`config.mk`:
```
export PLATFORM = sky130hd
export DESIGN_NAME = fwperiph_dma_wb_arbiter_flat
export DESIGN_NICKNAME = d
export VERILOG_FILES = /design/src/rtl/fwperiph_dma_wb_arbiter_if.sv /design/src/rtl/fwperiph_dma_wb_arbiter.sv /design/src/flat_wrapper.sv
export SDC_FILE = /design/constraint.sdc
export NUM_CORES = 1
export LEC_CHECK = 0
export BUFFER_PORTS_ARGS = -buffer_cell sky130_fd_sc_hd__buf_2
export CAP_MARGIN = 40
export CORE_AREA = 2 2 170 172
export DETAILED_ROUTE_END_ITERATION = 7
export DIE_AREA = 0 0 172 174
export MAX_ROUTING_LAYER = met4
export PLACE_DENSITY_LB_ADDON = 0.1
export SLEW_MARGIN = 20
export SYNTH_ARGS = -nofsm -noshare
export SYNTH_HDL_FRONTEND = slang
export SYNTH_SLANG_ARGS = --single-unit
```
`constraint.sdc`:
```
create_clock -name clock -period 2.9 [get_ports clock]
set_clock_uncertainty 0.2 [all_clocks]
set_input_delay 0.145 -clock clock [delete_from_list [all_inputs] [get_ports clock]]
set_output_delay 0.145 -clock clock [all_outputs]
set_load 0.05 [all_outputs]
```
`src/rtl/fwperiph_dma_wb_arbiter_if.sv`:
```
// rtl/fwperiph_dma_wb_arbiter_if.sv - Wishbone arbiter bus bundle: N initiator slices plus one target port
interface fwperiph_dma_wb_arbiter_if #(
  parameter int N_INITIATORS = 4,
  parameter int ADDR_WIDTH   = 32,
  parameter int DATA_WIDTH   = 32
);
  localparam int SW = DATA_WIDTH / 8;

  logic [N_INITIATORS*ADDR_WIDTH-1:0] i_adr;
  logic [N_INITIATORS*DATA_WIDTH-1:0] i_dat_w;
  logic [N_INITIATORS*SW-1:0]         i_sel;
  logic [N_INITIATORS-1:0]            i_cyc;
  logic [N_INITIATORS-1:0]            i_stb;
  logic [N_INITIATORS-1:0]            i_we;
  logic [DATA_WIDTH-1:0]              i_dat_r;
  logic [N_INITIATORS-1:0]            i_ack;
  logic [N_INITIATORS-1:0]            i_err;
  logic [ADDR_WIDTH-1:0]              t_adr;
  logic [DATA_WIDTH-1:0]              t_dat_w;
  logic [SW-1:0]                      t_sel;
  logic                               t_cyc;
  logic                               t_stb;
  logic                               t_we;
  logic [DATA_WIDTH-1:0]              t_dat_r;
  logic                               t_ack;
  logic                               t_err;
  logic [N_INITIATORS-1:0]            gnt;

  modport slave (
    input  i_adr, i_dat_w, i_sel, i_cyc, i_stb, i_we, t_dat_r, t_ack, t_err,
    output i_dat_r, i_ack, i_err, t_adr, t_dat_w, t_sel, t_cyc, t_stb, t_we, gnt
  );

  modport master (
    output i_adr, i_dat_w, i_sel, i_cyc, i_stb, i_we, t_dat_r, t_ack, t_err,
    input  i_dat_r, i_ack, i_err, t_adr, t_dat_w, t_sel, t_cyc, t_stb, t_we, gnt
  );
endinterface

```
`src/rtl/fwperiph_dma_wb_arbiter.sv`:
```
// rtl/fwperiph_dma_wb_arbiter.sv - round-robin Wishbone classic arbiter, grant held for the whole bus cycle
// Optional stalled-target watchdog enabled by defining WB_ARB_TIMEOUT_EN.
module fwperiph_dma_wb_arbiter #(
  parameter int N_INITIATORS   = 4,
  parameter int ADDR_WIDTH     = 32,
  parameter int DATA_WIDTH     = 32,
  parameter int TIMEOUT_CYCLES = 256
) (
  input logic                     clock,
  input logic                     reset,
  fwperiph_dma_wb_arbiter_if.slave bus
);
  localparam int N  = N_INITIATORS;
  localparam int IW = (N > 1) ? $clog2(N) : 1;
  localparam int SW = DATA_WIDTH / 8;

  typedef enum logic {ST_IDLE, ST_GRANT} state_e;

  state_e          state_q, state_d;
  logic [N-1:0]    gnt_q, gnt_d;
  logic [IW-1:0]   last_q, last_d;
  logic [IW-1:0]   win, idx;
  logic            found;
  logic            granted;
  logic            cyc_g;
  logic            to_hit;

  assign granted = (state_q == ST_GRANT);

  // The holder's own i_cyc is low whenever we re-arbitrate, so it only wins again when alone.
  always_comb begin
    found = 1'b0;
    win   = last_q;
    idx   = '0;
    for (int k = 1; k <= N; k++) begin
      idx = IW'((int'(last_q) + k) % N);
      if (!found && bus.i_cyc[idx]) begin
        found = 1'b1;
        win   = idx;
      end
    end
  end

  always_comb begin
    state_d = state_q;
    gnt_d   = gnt_q;
    last_d  = last_q;
    case (state_q)
      ST_IDLE: begin
        if (found) begin
          state_d = ST_GRANT;
          gnt_d   = N'(1) << win;
          last_d  = win;
        end
      end
      ST_GRANT: begin
        if (!bus.i_cyc[last_q]) begin
          if (found) begin
            gnt_d  = N'(1) << win;
            last_d = win;
          end else begin
            state_d = ST_IDLE;
            gnt_d   = '0;
          end
        end
      end
      default: begin
        state_d = ST_IDLE;
        gnt_d   = '0;
      end
    endcase
  end

  always_ff @(posedge clock or negedge reset) begin
    if (!reset) begin
      state_q <= ST_IDLE;
      gnt_q   <= '0;
      last_q  <= IW'(N - 1);
    end else begin
      state_q <= state_d;
      gnt_q   <= gnt_d;
      last_q  <= last_d;
    end
  end

`ifdef WB_ARB_TIMEOUT_EN
  localparam int CW = $clog2(TIMEOUT_CYCLES + 1);
  logic [CW-1:0] to_cnt_q, to_cnt_d;
  logic          stall;

  assign stall  = granted & bus.i_cyc[last_q] & bus.i_stb[last_q] & ~bus.t_ack & ~bus.t_err;
  assign to_hit = stall && (to_cnt_q == CW'(TIMEOUT_CYCLES - 1));
  assign to_cnt_d = (stall && !to_hit) ? to_cnt_q + 1'b1 : '0;

  always_ff @(posedge clock or negedge reset) begin
    if (!reset) begin
      to_cnt_q <= '0;
    end else begin
      to_cnt_q <= to_cnt_d;
    end
  end
`else
  // TIMEOUT_CYCLES has no effect in this build; the expression is constant false.
  assign to_hit = (TIMEOUT_CYCLES < 0);
`endif

  // Pure combinational path from the registered grant: no added wait states.
  always_comb begin
    cyc_g       = granted & bus.i_cyc[last_q];
    bus.t_cyc   = cyc_g;
    bus.t_stb   = 1'b0;
    bus.t_we    = 1'b0;
    bus.t_adr   = '0;
    bus.t_dat_w = '0;
    bus.t_sel   = '0;
    bus.i_ack   = '0;
    bus.i_err   = '0;
    if (granted) begin
      bus.t_stb   = bus.i_stb[last_q] & ~to_hit;
      bus.t_we    = bus.i_we[last_q];
      bus.t_adr   = bus.i_adr[last_q*ADDR_WIDTH +: ADDR_WIDTH];
      bus.t_dat_w = bus.i_dat_w[last_q*DATA_WIDTH +: DATA_WIDTH];
      bus.t_sel   = bus.i_sel[last_q*SW +: SW];
      bus.i_ack[last_q] = bus.t_ack & cyc_g;
      bus.i_err[last_q] = (bus.t_err & cyc_g) | to_hit;
    end
  end

  assign bus.i_dat_r = bus.t_dat_r;
  assign bus.gnt     = gnt_q;
endmodule

```
`src/flat_wrapper.sv`:
```
// flat-port wrapper written by rule: the top's interface ports become plain ports
module fwperiph_dma_wb_arbiter_flat 
#(
  parameter int N_INITIATORS   = 4,
  parameter int ADDR_WIDTH     = 32,
  parameter int DATA_WIDTH     = 32,
  parameter int TIMEOUT_CYCLES = 256
)
  (clock, reset, bus_i_adr, bus_i_dat_w, bus_i_sel, bus_i_cyc, bus_i_stb, bus_i_we, bus_t_dat_r, bus_t_ack, bus_t_err, bus_i_dat_r, bus_i_ack, bus_i_err, bus_t_adr, bus_t_dat_w, bus_t_sel, bus_t_cyc, bus_t_stb, bus_t_we, bus_gnt);
  fwperiph_dma_wb_arbiter_if #(.N_INITIATORS(N_INITIATORS), .ADDR_WIDTH(ADDR_WIDTH), .DATA_WIDTH(DATA_WIDTH)) bus_i ();
  input logic clock;
  input logic reset;
  input wire logic [$bits(bus_i.i_adr)-1:0] bus_i_adr;
  input wire logic [$bits(bus_i.i_dat_w)-1:0] bus_i_dat_w;
  input wire logic [$bits(bus_i.i_sel)-1:0] bus_i_sel;
  input wire logic [$bits(bus_i.i_cyc)-1:0] bus_i_cyc;
  input wire logic [$bits(bus_i.i_stb)-1:0] bus_i_stb;
  input wire logic [$bits(bus_i.i_we)-1:0] bus_i_we;
  input wire logic [$bits(bus_i.t_dat_r)-1:0] bus_t_dat_r;
  input wire logic [$bits(bus_i.t_ack)-1:0] bus_t_ack;
  input wire logic [$bits(bus_i.t_err)-1:0] bus_t_err;
  output wire logic [$bits(bus_i.i_dat_r)-1:0] bus_i_dat_r;
  output wire logic [$bits(bus_i.i_ack)-1:0] bus_i_ack;
  output wire logic [$bits(bus_i.i_err)-1:0] bus_i_err;
  output wire logic [$bits(bus_i.t_adr)-1:0] bus_t_adr;
  output wire logic [$bits(bus_i.t_dat_w)-1:0] bus_t_dat_w;
  output wire logic [$bits(bus_i.t_sel)-1:0] bus_t_sel;
  output wire logic [$bits(bus_i.t_cyc)-1:0] bus_t_cyc;
  output wire logic [$bits(bus_i.t_stb)-1:0] bus_t_stb;
  output wire logic [$bits(bus_i.t_we)-1:0] bus_t_we;
  output wire logic [$bits(bus_i.gnt)-1:0] bus_gnt;
  assign bus_i.i_adr = bus_i_adr;
  assign bus_i.i_dat_w = bus_i_dat_w;
  assign bus_i.i_sel = bus_i_sel;
  assign bus_i.i_cyc = bus_i_cyc;
  assign bus_i.i_stb = bus_i_stb;
  assign bus_i.i_we = bus_i_we;
  assign bus_i.t_dat_r = bus_t_dat_r;
  assign bus_i.t_ack = bus_t_ack;
  assign bus_i.t_err = bus_t_err;
  assign bus_i_dat_r = bus_i.i_dat_r;
  assign bus_i_ack = bus_i.i_ack;
  assign bus_i_err = bus_i.i_err;
  assign bus_t_adr = bus_i.t_adr;
  assign bus_t_dat_w = bus_i.t_dat_w;
  assign bus_t_sel = bus_i.t_sel;
  assign bus_t_cyc = bus_i.t_cyc;
  assign bus_t_stb = bus_i.t_stb;
  assign bus_t_we = bus_i.t_we;
  assign bus_gnt = bus_i.gnt;
  fwperiph_dma_wb_arbiter #(.N_INITIATORS(N_INITIATORS), .ADDR_WIDTH(ADDR_WIDTH), .DATA_WIDTH(DATA_WIDTH), .TIMEOUT_CYCLES(TIMEOUT_CYCLES)) u_core (.clock(clock), .reset(reset), .bus(bus_i));
endmodule
```
==> results of run 1 <==
[cell usage after synthesis (2+ instances only)]
cell,instances
a22o_1,2
and3_1,8
buf_1,2
inv_1,4
and2_1,71
ha_1,4
o211ai_1,2
dfstp_2,2
buf_4,32
buf_2,11
mux4_2,74
nand2_1,7
o31ai_1,2
clkbuf_1,14
or4_1,2
nor2b_1,2
dfrtp_1,5
o21ai_0,3
mux2i_1,2
a21o_1,2
[cell usage in the layout, fill, tap and decap left out, types with 3 or more instances in the layout]
| cell | synthesis | routed |
|---|---|---|
| and2_1 | 71 | 71 |
| and3_1 | 8 | 8 |
| buf_12 | 0 | 3 |
| buf_2 | 11 | 370 |
| buf_4 | 32 | 3 |
| clkbuf_16 | 0 | 3 |
| dfrtp_1 | 5 | 4 |
| diode_2 | 0 | 7 |
| ha_1 | 4 | 4 |
| inv_1 | 4 | 4 |
| mux4_2 | 74 | 74 |
| nand2_1 | 7 | 7 |
| o21ai_0 | 3 | 3 |
[state kept, by name, summed over array words and instances (netlist names)]
name and count:
u_core.bus.gnt 4, u_core.last_q 2, u_core.granted 1
[path summary, 6_finish.rpt]
path,start,to,slack (ns),cells past startpoint
min reg2reg,u_core.bus.gnt[0],u_core.bus.gnt[0],0.28,2
max reg2reg,u_core.last_q[1],u_core.bus.gnt[2],0.29,7
max in group asynchronous,reset,u_core.last_q[0],2.17,2
max,u_core.last_q[0],bus_t_adr[2],0.22,5
min,reset,u_core.bus.gnt[0],0.08,2
min in group clock,bus_t_dat_r[13],bus_i_dat_r[13],0.09,0
[worst register-to-register path, delay by kind of cell (launching register included)]
kind	cells	cell delay [ns]
DFF	1	0.63
adders and majority gates	1	0.40
AOI/OAI and AO/OA	3	0.65
buffers and inverters	1	0.09
and+or+nand+nor	1	0.17
muxes	1	0.40
[metal layers]
layer | vias up | part of all wire | global-route usage
li1 | 1667 | - | -
met1 | 1832 | 0.36 | 0.120
met2 | 192 | 0.55 | 0.220
met3 | 8 | 0.086 | 0.0253
met4 | 0 | 0.0050 | 0.0179
met5 | - | 0 | -
[final cells by class]
cell class,instances,area [um2]
Inverter,5,18.8
Fill cell,3274,23000
Timing Repair Buffer,377,1940
Clock inverter,1,5.00
Sequential cell,7,186
Antenna cell,7,17.5
Clock buffer,3,75.1
Multi-Input combinational cell,194,2470
Tap cell,384,480
[repair_timing]
action | 4_1_cts | 5_1_grt
endpoints found under the hold margin | 7 | 0
buffers inserted | 0 | 0
resized for setup | 0 | 0
hold buffers | 1 | 0
[per-stage QoR]
stage	worst slack, ns	hold slack, ns	util
global route	0.0989	0.0901	0.184
detailed placement	0.326	-0.201	0.180
finish	0.217	0.0831	0.184
CTS	0.187	0.0837	0.184
global placement	0.330	-0.204	0.180
floorplan	0.469	-0.351	-
[kinds of logic after synthesis]
kind of cell,count (synthesis),synth area share
mux,76,0.555
simple gates,95,0.195
compound gates,19,0.0482
buf+inv,65,0.127
fa+ha+maj,4,0.0165
flops,7,0.0585
[report_power, final]
group          switching [W]  internal, W
combinational        0.00358      0.00199
clock              0.0000526     0.000181
sequential         0.0000307     0.000159
total                0.00366      0.00233
==> metrics.yaml, run 1 <==
status: "completed"
fin_setup_tns_ns: 0
antenna_found_initial: 8
finalCritPeriodShare: 0.925
clock_path_buffers: 2
grt_pass1_vias: 3995
slowest_stage: "dfstp_4"
synth_top_area_share: 0.549
placement_rows: 62
area_delta_synth_final_pct: 71.3
slowest_delay_ns: 0.63
synth_edf_count: 0
final_antenna_net_count: 0
place_hpwl_mm: 15.7
postPlaceCellArea_um2: 5090
drc: 0
finalHoldViolCount: 0
fin_nets: 912
die-width_um: 172
ios: 435
cp_top_family: "buffers and inverters"
crit_required_ns: 2.56
wl_per_cell_um: 18.5
critical_path_class: "reg2out"
slew_headroom: 0.690
hp-class: "in2async"
power.total_w: 0.00599
vias: 3699
stdcell_count: 978
htree_levels: 1
place_congestion: 0.775
grt_use_total: 0.115
die_h_um: 174
cp-start-kind: "flip-flop"
crit_arrival_ns: 2.34
portBuffers: 370
cts-root-buf: "clkbuf_16"
first_iter_violations: 155
dp_cells: 966
design.die.area_um2: 29900
worstMarginPinSlew_ns: 0.465
vias_per_cell: 3.78
path_buf_inv: 3
core-area_um2: 28200
avgSynthCellArea_um2: 11.4
setup_viol: 0
yosys-top-cells-area: "mux4_2, and2_1, buf_4"
crit_path_end_kind: "output pin"
numCtsBuffers: 3
grt_pass1_wl_mm: 25.2
ys_types: 35
ys.warnings.count: 0
wl_mm: 18.1
drive_above_1_share: 0.784
synth_area_um2: 3040
syn_inst: 266
synth_ff_type: "dfrtp_1"
stdcell_area_um2: 5200
async_reset_ff_frac: 1.00
clk_latency_ns: 0.23
synth_top_cell_by_area: "mux4_2"
path_cells: "buf_4 > buf_12 > mux4_2 > and2_1 > buf_2"
initial_core_util: 0.108
crit_path_max_fanout: 30
overflow: 0
max_cap_viol_count: 0
period_minus_slack_ns: 2.68
rsz0062_at_grt: "false"
max_freq_ghz: 0.373
power_density_nw_per_um2: 1150
dr.pass1.iters: 4
ys_seq_area_frac: 0.0585
synthesis.nets: 590
power_leakage_nw: 2.48
yosys_register_bits: 7
cts.sinks: 7
clk_pin_slew_ns: 0.04
cts_tree: "yes"
slew_viol_final: 0
grt_max_degree: 80
ir_worst_vdd_v: 0.000436
Note: power is estimated with default switching activity, not from simulation.
==> inputs of run 2 (changes only) <==
- ABC_AREA: unset -> 1
- BUFFER_PORTS_ARGS: -buffer_cell sky130_fd_sc_hd__buf_2 -> -buffer_cell sky130_fd_sc_hd__clkbuf_2
- CORE_AREA: 2 2 170 172 -> 2 2 169 171
- DIE_AREA: 0 0 172 174 -> 0 0 171 173
- GPL_TIMING_DRIVEN: unset -> 0
==> metrics.yaml, run 2 <==
initial_core_util: 0.123
startpoint: "u_core.last_q[0]"
syn_inst: 688
overflow: 0
area_delta_synth_final_pct: 76.5
synthMostInstantiatedCell: "nor2_1"
vias_per_cell: 3.93
status: "completed"
cp_common_cell: "buf_4"
fin_setup_tns_ns: 0
grt_pass1_wl_mm: 33.2
ys_types: 27
period_minus_slack_ns: 2.74
cts_tree: "yes"
die-width_um: 171
cp-start-kind: "flip-flop"
yosys.area_share.xor_xnor: 0
placement_rows: 61
design.die.area_um2: 29600
synth.cells.most_frequent: "nor2_1, o21ai_0, a21oi_1"
die_h_um: 173
crit_arrival_ns: 2.40
core-area_um2: 27600
hp-class: "in2async"
crit_required_ns: 2.56
synthAdderAreaFrac: 0.0147
ys.warnings.count: 0
max_cap_viol_count: 0
synth_top_cell_by_area: "nor2_1"
power_density_nw_per_um2: 1520
place_congestion: 0.794
finalHoldViolCount: 0
synth_mux_area_frac: 0
synthesis.nets: 1012
yosys_register_bits: 7
avgSynthCellArea_um2: 4.94
diodes: 0
synth_area_um2: 3400
async_reset_ff_frac: 1.00
htree_levels: 1
slowest_stage: "dfstp_2"
final_common_cell: "clkbuf_2"
cts-root-buf: "clkbuf_16"
wl_mm: 22.3
clk_pin_slew_ns: 0.04
cts.sinks: 7
slew_viol_final: 0
dr.pass1.iters: 4
fillCellCount: 3371
synthSimpleGateAreaFrac: 0.445
final_antenna_net_count: 0
grt_pass1_vias: 5800
drc: 0
grt_use_total: 0.147
mostFrequentLayoutCells: "clkbuf_2, nor2_1, o21ai_0"
largest_reg_flops: 4
worstMarginPinSlew_ns: 0.567
setup_viol: 0
numCtsBuffers: 3
ir_worst_vdd_v: 0.000663
dp_slack_ns: -0.239
slowest_delay_ns: 0.56
power.total_w: 0.00914
ys_seq_area_frac: 0.0523
critical_path_class: "reg2out"
wl_per_cell_um: 15.1
postCtsSetupBuffers: 0
crit_path_max_fanout: 10
synth_top_family_by_area: "simple AND/OR/NAND/NOR gates"
max_freq_ghz: 0.365
grt_max_degree: 12
synth_edf_count: 0
yosys-top-cells-area: "nor2_1, o21ai_0, a21oi_1"
portBuffers: 402
clock_path_buffers: 2
synth_top_area_share: 0.320
layout_setup_ws_ns: 0.157
finalCritPeriodShare: 0.946
crit_path_end_kind: "output pin"
fin_nets: 1420
r2r-start: "u_core.last_q[1]"
clk_latency_ns: 0.23
drive_above_1_share: 0.453
antenna_found_initial: 0
slew_headroom: 0.622
vias: 5787
synth_compound_area_frac: 0.311
ios: 435
path_cells: "buf_6 > buf_4 > buf_4 > buf_4 > nor2_1 > nor2_1 > o21ai_0 > a21oi_1 > clkbuf_2"
power_leakage_nw: 3.23
synth_ff_type: "dfrtp_1"
place_hpwl_mm: 18.4
first_iter_violations: 190
==> run 2: cell types whose count changed after synthesis, sizes merged, moves of 4 or more <==
cell    delta
nand3     +17
nor2     +291
nand2     +40
and2      -71
nand4      +4
a21oi     +70
and3       -8
inv       +13
buf       +18
mux4      -74
o21ai    +137
clkbuf    +10
==> run 2: final cells by class <==
type                    count  area (um2)  area share
repair buffers            403        2020       0.337
well taps                 378         473      0.0788
flip-flops and latches      7         178      0.0296
clock buffers               4        78.8      0.0131
inverters                  18        75.1      0.0125
multi-input cells         575        2630       0.439
plain buffers              88         541      0.0901
==> run 2: repair_timing <==
item	in CTS	in global routing
endpoints found under the setup margin	7	9
pin swaps	0	0
gates cloned	0	0
endpoints found under the hold margin	7	0
hold buffers	1	0
gates resized for setup	4	9
==> run 2: kinds of logic (layout without fill, tap and decap cells) <==
family	count (synthesis)	count (layout)
DFF	7	7
and+or+nand+nor	360	360
AOI/OAI and AO/OA	211	211
buffers and inverters	106	513
adders and majority gates	4	4
==> run 2: report_power, final <==
part / switching [W] / total, W / internal [W]
sequential: 0.0000347 / 0.000195 / 0.000160
clock: 0.0000506 / 0.000233 / 0.000183
combinational: 0.00656 / 0.00871 / 0.00215
total: 0.00665 / 0.00914 / 0.00250
==> run 2: per-stage QoR <==
step | util | cell area [um2] | std cells | hold slack (ns)
floorplan | - | 3400 | 688 | -0.351
global placement | 0.213 | 5880 | 1468 | -0.199
detailed placement | 0.213 | 5880 | 1468 | -0.201
CTS | 0.217 | 5980 | 1473 | 0.107
global route | 0.217 | 6000 | 1473 | 0.115
finish | 0.217 | 6000 | 1473 | 0.102
==> run 2: final timing paths <==
check	slack, ns	cells after the start	to
max	0.16	9	bus_t_adr[8]
min	0.10	2	u_core.bus.gnt[3]
max reg2reg	0.24	15	u_core.bus.gnt[0]
min reg2reg	0.30	2	u_core.bus.gnt[3]
max in group asynchronous	2.16	2	u_core.last_q[1]
min in group clock	0.19	5	u_core.granted
==> run 2: critical path: cells and delay by family (launching register included) <==
family	cells	cell delay [ns]
AO/OA/AOI/OAI	2	0.30
flip-flops	1	0.56
buffers and inverters	5	1.16
AND/OR/NAND/NOR	2	0.15
==> run 2: routing by layer <==
layer,up-vias,GRT usage,share of wire
met5,-,-,0
met4,0,0.0177,0.011
met3,18,0.0130,0.049
met2,235,0.271,0.52
met1,2513,0.177,0.42
li1,3021,-,-
